File: src/rtl/program_loader_pkg.sv
// Shared types and constants for the program loader.
// Latency: none (package only). Backpressure: n/a.
package program_loader_pkg;

   localparam int ADDR_W_DEF     = 16;
   localparam int DATA_W_DEF     = 16;
   localparam int CNT_W_DEF      = 16;
   localparam int BYTES_PER_WORD = 2;

   typedef enum logic [2:0] {
      IDLE  = 3'd0,
      LO    = 3'd1,
      HI    = 3'd2,
      WRITE = 3'd3,
      CSUM  = 3'd4,
      DONE  = 3'd5
   } state_t;

endpackage

File: src/rtl/loader_word_pack.sv
// Packs accepted stream bytes into a {hi, lo} word; keeps a running XOR under LOADER_CHECKSUM_EN.
// Latency: byte visible on o_word the cycle after i_take. Backpressure: none, caller gates i_take.
module loader_word_pack
   import program_loader_pkg::*;
(
   input  logic                          i_clk,
   input  logic                          i_reset_n,
   input  logic                          i_clr,
   input  logic                          i_take,
   input  logic                          i_sel_hi,
   input  logic [7:0]                    i_byte,
   output logic [8*BYTES_PER_WORD-1:0]   o_word
`ifdef LOADER_CHECKSUM_EN
   ,
   output logic [7:0]                    o_xor
`endif
);

   logic [7:0] r_lo;
   logic [7:0] r_hi;

   always_ff @(posedge i_clk or negedge i_reset_n) begin
      if (!i_reset_n) begin
         r_lo <= 8'h00;
         r_hi <= 8'h00;
      end else if (i_clr) begin
         r_lo <= 8'h00;
         r_hi <= 8'h00;
      end else if (i_take) begin
         if (i_sel_hi) r_hi <= i_byte;
         else          r_lo <= i_byte;
      end
   end

   assign o_word = {r_hi, r_lo};

`ifdef LOADER_CHECKSUM_EN
   logic [7:0] r_xor;

   always_ff @(posedge i_clk or negedge i_reset_n) begin
      if (!i_reset_n)  r_xor <= 8'h00;
      else if (i_clr)  r_xor <= 8'h00;
      else if (i_take) r_xor <= r_xor ^ i_byte;
   end

   assign o_xor = r_xor;
`endif

endmodule

File: src/rtl/program_loader.sv
// Streams bytes into program memory as 16-bit words, holding the cores until the load completes.
// Latency: write 1 cycle after the hi byte, done 1 cycle after the last write (3 cycles/word min).
// Backpressure: byte_ready registered, high only while a byte is wanted; LOADER_CHECKSUM_EN adds a trailing XOR byte.
module program_loader
   import program_loader_pkg::*;
#(
   parameter int ADDR_W = ADDR_W_DEF,
   parameter int DATA_W = DATA_W_DEF,
   parameter int CNT_W  = CNT_W_DEF
) (
   input  logic              i_clk,
   input  logic              i_reset_n,
   input  logic              i_start,
   input  logic [ADDR_W-1:0] i_base_addr,
   input  logic [CNT_W-1:0]  i_word_count,
   input  logic [7:0]        i_byte_in,
   input  logic              i_byte_valid,
   output logic              o_byte_ready,
   output logic              o_mem_we,
   output logic [ADDR_W-1:0] o_mem_addr,
   output logic [DATA_W-1:0] o_mem_wdata,
   output logic              o_core_hold,
   output logic              o_busy,
   output logic              o_done,
   output logic              o_error
);

   state_t            r_state;
   logic              r_byte_ready;
   logic              r_mem_we;
   logic [ADDR_W-1:0] r_addr;
   logic [CNT_W-1:0]  r_remaining;
   logic              r_core_hold;
   logic              r_busy;
   logic              r_done;
   logic              r_error;

   logic              w_xfer;
   logic              w_start_ok;
   logic              w_take;
   logic [DATA_W-1:0] w_word;

   assign w_xfer     = i_byte_valid & r_byte_ready;
   assign w_start_ok = i_start & (r_state == IDLE);
   assign w_take     = w_xfer & ((r_state == LO) | (r_state == HI));

`ifdef LOADER_CHECKSUM_EN
   logic [7:0] w_xor;
`endif

   loader_word_pack u_pack (
      .i_clk     (i_clk),
      .i_reset_n (i_reset_n),
      .i_clr     (w_start_ok),
      .i_take    (w_take),
      .i_sel_hi  (r_state == HI),
      .i_byte    (i_byte_in),
      .o_word    (w_word)
`ifdef LOADER_CHECKSUM_EN
      ,
      .o_xor     (w_xor)
`endif
   );

   always_ff @(posedge i_clk or negedge i_reset_n) begin
      if (!i_reset_n) begin
         r_state      <= IDLE;
         r_byte_ready <= 1'b0;
         r_mem_we     <= 1'b0;
         r_addr       <= '0;
         r_remaining  <= '0;
         r_core_hold  <= 1'b1;
         r_busy       <= 1'b0;
         r_done       <= 1'b0;
         r_error      <= 1'b0;
      end else begin
         r_mem_we <= 1'b0;
         r_done   <= 1'b0;
         case (r_state)
            IDLE: begin
               if (i_start) begin
                  r_addr      <= i_base_addr;
                  r_remaining <= i_word_count;
                  r_error     <= 1'b0;
                  r_core_hold <= 1'b1;
                  r_busy      <= 1'b1;
                  if (i_word_count == '0) begin
`ifdef LOADER_CHECKSUM_EN
                     r_state      <= CSUM;
                     r_byte_ready <= 1'b1;
`else
                     r_state <= DONE;
                     r_done  <= 1'b1;
`endif
                  end else begin
                     r_state      <= LO;
                     r_byte_ready <= 1'b1;
                  end
               end
            end
            LO: begin
               if (w_xfer) r_state <= HI;
            end
            HI: begin
               if (w_xfer) begin
                  r_state      <= WRITE;
                  r_byte_ready <= 1'b0;
                  r_mem_we     <= 1'b1;
               end
            end
            WRITE: begin
               // Wrapping past the top of memory corrupts the image layout, so flag it.
               r_addr      <= r_addr + ADDR_W'(1);
               r_remaining <= r_remaining - CNT_W'(1);
               if (&r_addr) r_error <= 1'b1;
               if (r_remaining == CNT_W'(1)) begin
`ifdef LOADER_CHECKSUM_EN
                  r_state      <= CSUM;
                  r_byte_ready <= 1'b1;
`else
                  r_state <= DONE;
                  r_done  <= 1'b1;
`endif
               end else begin
                  r_state      <= LO;
                  r_byte_ready <= 1'b1;
               end
            end
`ifdef LOADER_CHECKSUM_EN
            CSUM: begin
               if (w_xfer) begin
                  if (i_byte_in != w_xor) r_error <= 1'b1;
                  r_byte_ready <= 1'b0;
                  r_state      <= DONE;
                  r_done       <= 1'b1;
               end
            end
`endif
            DONE: begin
               if (!r_error) r_core_hold <= 1'b0;
               r_busy  <= 1'b0;
               r_state <= IDLE;
            end
            default: begin
               r_state      <= IDLE;
               r_byte_ready <= 1'b0;
               r_busy       <= 1'b0;
            end
         endcase
      end
   end

   assign o_byte_ready = r_byte_ready;
   assign o_mem_we     = r_mem_we;
   assign o_mem_addr   = r_addr;
   assign o_mem_wdata  = w_word;
   assign o_core_hold  = r_core_hold;
   assign o_busy       = r_busy;
   assign o_done       = r_done;
   assign o_error      = r_error;

endmodule

File: config.mk
export PLATFORM = sky130hd
export DESIGN_NAME = program_loader
export DESIGN_NICKNAME = d
export VERILOG_FILES = /design/src/rtl/program_loader_pkg.sv /design/src/rtl/loader_word_pack.sv /design/src/rtl/program_loader.sv
export SDC_FILE = /design/constraint.sdc
export NUM_CORES = 1
export LEC_CHECK = 0
export ABC_AREA = 1
export CELL_PAD_IN_SITES_DETAIL_PLACEMENT = 0
export CELL_PAD_IN_SITES_GLOBAL_PLACEMENT = 1
export CORE_MARGIN = 1.5
export CORE_UTILIZATION = 30
export DETAILED_ROUTE_END_ITERATION = 7
export GPL_TIMING_DRIVEN = 0
export PLACE_DENSITY = 0.82
export SKIP_CTS_REPAIR_TIMING = 1
export SLEW_MARGIN = 20
export SYNTH_ARGS = -nofsm -noshare
export SYNTH_HDL_FRONTEND = slang
export SYNTH_SLANG_ARGS = --single-unit
File: constraint.sdc
create_clock -name i_clk -period 1.75 [get_ports i_clk]
set_input_delay 0.4375 -clock i_clk [delete_from_list [all_inputs] [get_ports i_clk]]
set_output_delay 0.4375 -clock i_clk [all_outputs]
set_load 0.02 [all_outputs]
==> qor.txt, run 1 <==
Mean area per synthesized cell = 6.77 um^2
Initial antenna violation count = 0
Layout Nets = 635
H-Tree Depth = 3
Slew Limit Headroom = 61.6%
Seq cells post-synth = 57
PD cells = 618 nW/um^2
# rows = 38
Die extent in y = 109 um
DR iter-0 viols = 197
Critical Path Source = o_done
Maximum vdd drop = 380 uV
I/O pin cnt = 82
Grt total ovfl = 0
Slowest Stage Delay on Critical Path = 0.60 ns
Critical Path RT = 1.31 ns
Final Hold Vio Count = 0
Layout cells sized above 1 = 8.77%
WL final = 10500 um
Vias per cell = 4.92
Final Critical Period = 1.70 ns
Fin Setup TNS = 0 ns
I/O Buffers = 81
Finished Layout Cells = 733
EDFF count, synth = 0
Cell Chain, Critical Path = clkdlybuf4s50_1
Area grow syn2layout = 41.1%
Fmax = 589 MHz
Slew Limit Fails = 0
Placed cells = 716
Family with the most delay on the worst path = buffers and inverters
Detailed-placement wirelength estimate = 7660 um
Crit. End Element = primary output
Root Driver = clkbuf_8
Total Routing Usage GR = 18.8%
Vias in the first global route = 3619
Post-synth cell types = 27
Actual slew at the worst max-slew pin = 0.576 ns
CP arrival = 1.26 ns
Hold Slack = 0.484 ns
First-pass GRT wire length = 17300 um
CP Class = flip-flop to primary output
Cells after Synth = 494
Post-DRT Antenna Nets = 0
Wire length per cell = 14.4 um
Final period util = 97.0%
Die X = 109 um
Asr flop ratio synth = 100%
Pin count of the biggest net entering global routing = 45
Via count = 3607
RR Startpoint = r_state[2]
Mapped Area = 3340 um^2
Sequential fraction of the synthesis area = 42.7%
Clock Latency Late Sink = 0.34 ns
Crit-path slowest cell = clkdlybuf4s50_1
Longest Clk Path Bufs = 2
P_leak = 2.78 nW
Syn nets = 541
Worst-path clk slew = 0.08 ns
Worst Clk Skew = 0.0104 ns
Max FO, Critical Path = 1
TritonCTS clock tree = yes
Total CTS buffers = 9
DR DRC count = 0
Final GP Congestion = 0.885
Core area = 10800 um^2
First drt pass iteration count = 4
Synthesis Warnings = 0
Total Die Area = 11800 um^2
N_diodes = 0
RSZ-0062 raised after global routing = no
CTS sink cnt = 57
Effective utilization at floorplan = 30.8%
Worst setup SP type = flip-flop
Maxcap violations = 0
Final setup viols = 0
Min-Delay Path Class = input pin to async pin
Worst path buffer plus inverter count = 1
Top_reg_cell synth = dfrtp_1
Status = complete, no violations
## state kept, by name, indices dropped and copies added (netlist names), 3 cells and up
| name | cells |
|---|---|
| r_remaining | 16 |
| r_state | 3 |
| o_mem_addr | 16 |
| u_pack.r_hi | 8 |
| u_pack.r_lo | 8 |
## final timing paths
path                                   to  slack, ns  depth (start not counted)
max reg2reg                 o_mem_addr[9]       0.12                          7
max                                o_done       0.05                          1
max in group asynchronous     o_core_hold       0.70                          3
min in group i_clk         u_pack.r_lo[7]       0.49                          2
min reg2reg                u_pack.r_lo[7]       0.49                          2
min                        r_remaining[2]       0.48                          2
## metal layers
| layer | wire length [um] | GRT usage [%] | part of all wire (%) | vias up |
|---|---|---|---|---|
| met5 | 0 | 0 | 0 | - |
| met4 | 130 | 4.98 | 1.2 | 0 |
| met3 | 782 | 5.06 | 7.4 | 12 |
| met2 | 4870 | 30.7 | 46 | 119 |
| met1 | 4740 | 24.6 | 45 | 1703 |
| li1 | - | - | - | 1773 |
## synth_stat cells, types with 3 or more instances
master / n / area (um^2)
a31oi_1: 3 / 18.8
o21ai_1: 25 / 125
inv_2: 6 / 22.5
nand4_1: 10 / 62.6
nand3_1: 35 / 175
inv_1: 39 / 146
dfrtp_1: 56 / 1400
a21oi_1: 15 / 75.1
xor2_1: 5 / 43.8
buf_2: 10 / 50.1
nand2_1: 165 / 619
clkbuf_1: 4 / 15.0
ha_1: 3 / 37.5
nor3_1: 3 / 15.0
nor2_1: 81 / 304
o21ai_0: 17 / 85.1
nand3b_1: 3 / 22.5
## cell type report
type | instances | area (um^2)
Fill cell | 1141 | 6120
Multi-Input combinational cell | 376 | 1690
Sequential cell | 57 | 1430
Timing Repair Buffer | 83 | 936
Tap cell | 140 | 175
Inverter | 45 | 169
Clock buffer | 9 | 124
Clock inverter | 7 | 101
Buffer | 16 | 91.3
## report_power, final
group | switching [W] | internal [W]
logic | 0.0000673 | 0.000105
registers | 0 | 0.00132
clock network | 0.000610 | 0.000813
total | 0.000677 | 0.00223
## cell usage in the layout (no fill, tap or decap), types with 5 or more instances in the layout
| master | n |
|---|---|
| a21oi_1 | 15 |
| buf_2 | 7 |
| clkbuf_8 | 9 |
| clkdlybuf4s50_1 | 44 |
| dfrtp_1 | 55 |
| dlymetal6s2s_1 | 36 |
| inv_1 | 37 |
| inv_2 | 8 |
| nand2_1 | 164 |
| nand3_1 | 34 |
| nand4_1 | 10 |
| nor2_1 | 79 |
| o21ai_0 | 16 |
| o21ai_1 | 26 |
| xor2_1 | 5 |
## kinds of logic (layout without fill, tap and decap cells)
family,after synthesis,in the layout,synth area share (%)
buf+inv,61,160,7.45
fa+ha+maj,3,3,1.12
simple gates,302,302,36.9
flops,57,57,42.7
compound gates,65,65,10.2
xor+xnor,6,6,1.57
## per-stage QoR
| stage | total power [W] | cell area [um^2] | setup WS [ns] | util (%) |
|---|---|---|---|---|
| 2_1_floorplan | 0.00137 | 3340 | 0.242 | - |
| 3_3_place_gp | 0.00151 | 4330 | -1.70 | 39.9 |
| 3_5_place_dp | 0.00152 | 4350 | -0.251 | 40.2 |
| 4_1_cts | 0.00295 | 4580 | -0.180 | 42.2 |
| 5_1_grt | 0.00303 | 4720 | 0.0100 | 43.5 |
| 6_report | 0.00291 | 4720 | 0.0526 | 43.5 |
Note: power is estimated with default switching activity, not from simulation.
==> run 2: changes to the inputs <==
--- a/config.mk
+++ b/config.mk
@@ -10,6 +10,7 @@
 export CELL_PAD_IN_SITES_GLOBAL_PLACEMENT = 1
 export CORE_MARGIN = 1.5
 export CORE_UTILIZATION = 30
+export CTS_CLUSTER_SIZE = 28
 export DETAILED_ROUTE_END_ITERATION = 7
 export GPL_TIMING_DRIVEN = 0
 export PLACE_DENSITY = 0.82
==> constraint.sdc (replaced) <==
create_clock -name i_clk -period 2.2 [get_ports i_clk]
set_input_delay 0.55 -clock i_clk [delete_from_list [all_inputs] [get_ports i_clk]]
set_output_delay 0.55 -clock i_clk [all_outputs]
set_load 0.02 [all_outputs]
==> qor.txt, run 2 (synthesis results as in run 1) <==
Worst path buffer plus inverter count = 1
Family with the most delay on the worst path = buffers and inverters
Worst-path clk slew = 0.08 ns
Fmax = 495 MHz
CP arrival = 1.47 ns
Final period util = 91.9%
Slew Limit Headroom = 59.8%
Detailed-placement wirelength estimate = 7660 um
Root Driver = clkbuf_8
Clock group share of total power = 49.0%
Crit. End Element = primary output
Post-DRT Antenna Nets = 0
PD cells = 506 nW/um^2
Internal = 0.00178 W
Finished Layout Cells = 732
Via count = 3543
Critical Path RT = 1.65 ns
First-pass GRT wire length = 17300 um
Min-Delay Path Class = input pin to async pin
RSZ-0062 raised after global routing = no
Vias in the first global route = 3619
First drt pass iteration count = 4
Initial antenna violation count = 0
Total CTS buffers = 9
Core area = 10800 um^2
Wire length per cell = 14.3 um
Total power = 0.00232 W
CTS sink cnt = 57
Comb pwr share = 5.9%
Worst setup SP type = flip-flop
Pin count of the biggest net entering global routing = 45
DR DRC count = 0
Cell Chain, Critical Path = clkdlybuf4s50_1
Busiest grt layer = met2
# rows = 38
Vias per cell = 4.84
Layout cells sized above 1 = 7.09%
FILL cells = 1163
I/O Buffers = 81
Most frequent cells in the layout = 165 x nand2_1, 81 x nor2_1, 80 x clkdlybuf4s50_1
DR iter-0 viols = 236
Crit-path slowest cell = clkdlybuf4s50_1
Fin Setup TNS = 0 ns
Clock Latency Late Sink = 0.34 ns
Maxcap violations = 0
Total Routing Usage GR = 18.8%
Die X = 109 um
Worst Clk Skew = 0.0106 ns
H-Tree Depth = 3
Layout Nets = 634
Maximum vdd drop = 301 uV
Met3 Usage GRT = 5.06%
Slowest Stage Delay on Critical Path = 0.59 ns
Status = complete, no violations
Max FO, Critical Path = 2
Switching power = 0.000541 W
Total Die Area = 11800 um^2
Met1 Resource Use GR = 24.6%
Slew Limit Fails = 0
Final GP Congestion = 0.885
Sequential power share = 45.2%
M2 GR Usage = 30.7%
Final Critical Period = 2.02 ns
I/O pin cnt = 82
Actual slew at the worst max-slew pin = 0.602 ns
WL final = 10500 um
TritonCTS clock tree = yes
Commonest non-fill, non-tap cell in the layout = nand2_1
Switch share = 23.3%
Longest Clk Path Bufs = 2
Die extent in y = 109 um
Area grow syn2layout = 37.0%
Final Hold Vio Count = 0
Grt total ovfl = 0
P_leak = 2.10 nW
Final setup viols = 0
CP Class = flip-flop to primary output
Placed cells = 716
Effective utilization at floorplan = 30.8%
N_diodes = 0
run 2: area by class of cell:
class                   instances  area (um^2)  area share, %
multi-input cells             376         1670           36.4
flip-flops and latches         57         1430           31.2
repair buffers                 82          836           18.3
well taps                     140          175           3.83
inverters                      45          169           3.69
clock buffers                   9          124           2.71
clock inverters                 7          101           2.21
plain buffers                  16         80.1           1.75
run 2: metrics by stage:
step | util, % | setup slack, ns | instance area [um^2] | hold WS [ns]
after global routing | 42.2 | 0.0887 | 4580 | 0.0560
after global placement | 39.9 | -1.37 | 4330 | 0.472
after CTS | 42.2 | 0.158 | 4580 | 0.0582
after floorplan | - | 0.692 | 3340 | 0.254
after detailed placement | 40.2 | 0.0870 | 4350 | 0.430
final | 42.2 | 0.179 | 4580 | 0.0560
run 2: power groups by stage:
stage	sequential (W)	combinational, W	clock [W]
2_1_floorplan	0.00107	0.0000232	0
3_3_place_gp	0.00107	0.000131	0
3_5_place_dp	0.00107	0.000138	0
4_1_cts	0.00105	0.000139	0.00116
5_1_grt	0.00105	0.000150	0.00121
6_report	0.00105	0.000136	0.00113
run 2: path summary, 6_finish.rpt:
path	slack [ns]	to	depth (start not counted)	start
hold reg to reg	0.50	u_pack.r_lo[7]	2	u_pack.r_lo[7]
max in group asynchronous	1.58	o_core_hold	2	i_reset_n
min in group i_clk	0.50	u_pack.r_lo[7]	2	u_pack.r_lo[7]
hold / removal	0.06	r_remaining[2]	1	i_reset_n
setup reg to reg	0.38	o_mem_addr[14]	7	r_state[2]
setup / recovery	0.18	o_core_hold	1	o_core_hold
run 2: routing by layer:
metal	wire (um)	vias to the layer above	part of all wire, %
li1	-	1766	-
met1	4830	1655	46
met2	4770	110	46
met3	733	12	7.0
met4	126	0	1.2
met5	0	-	0
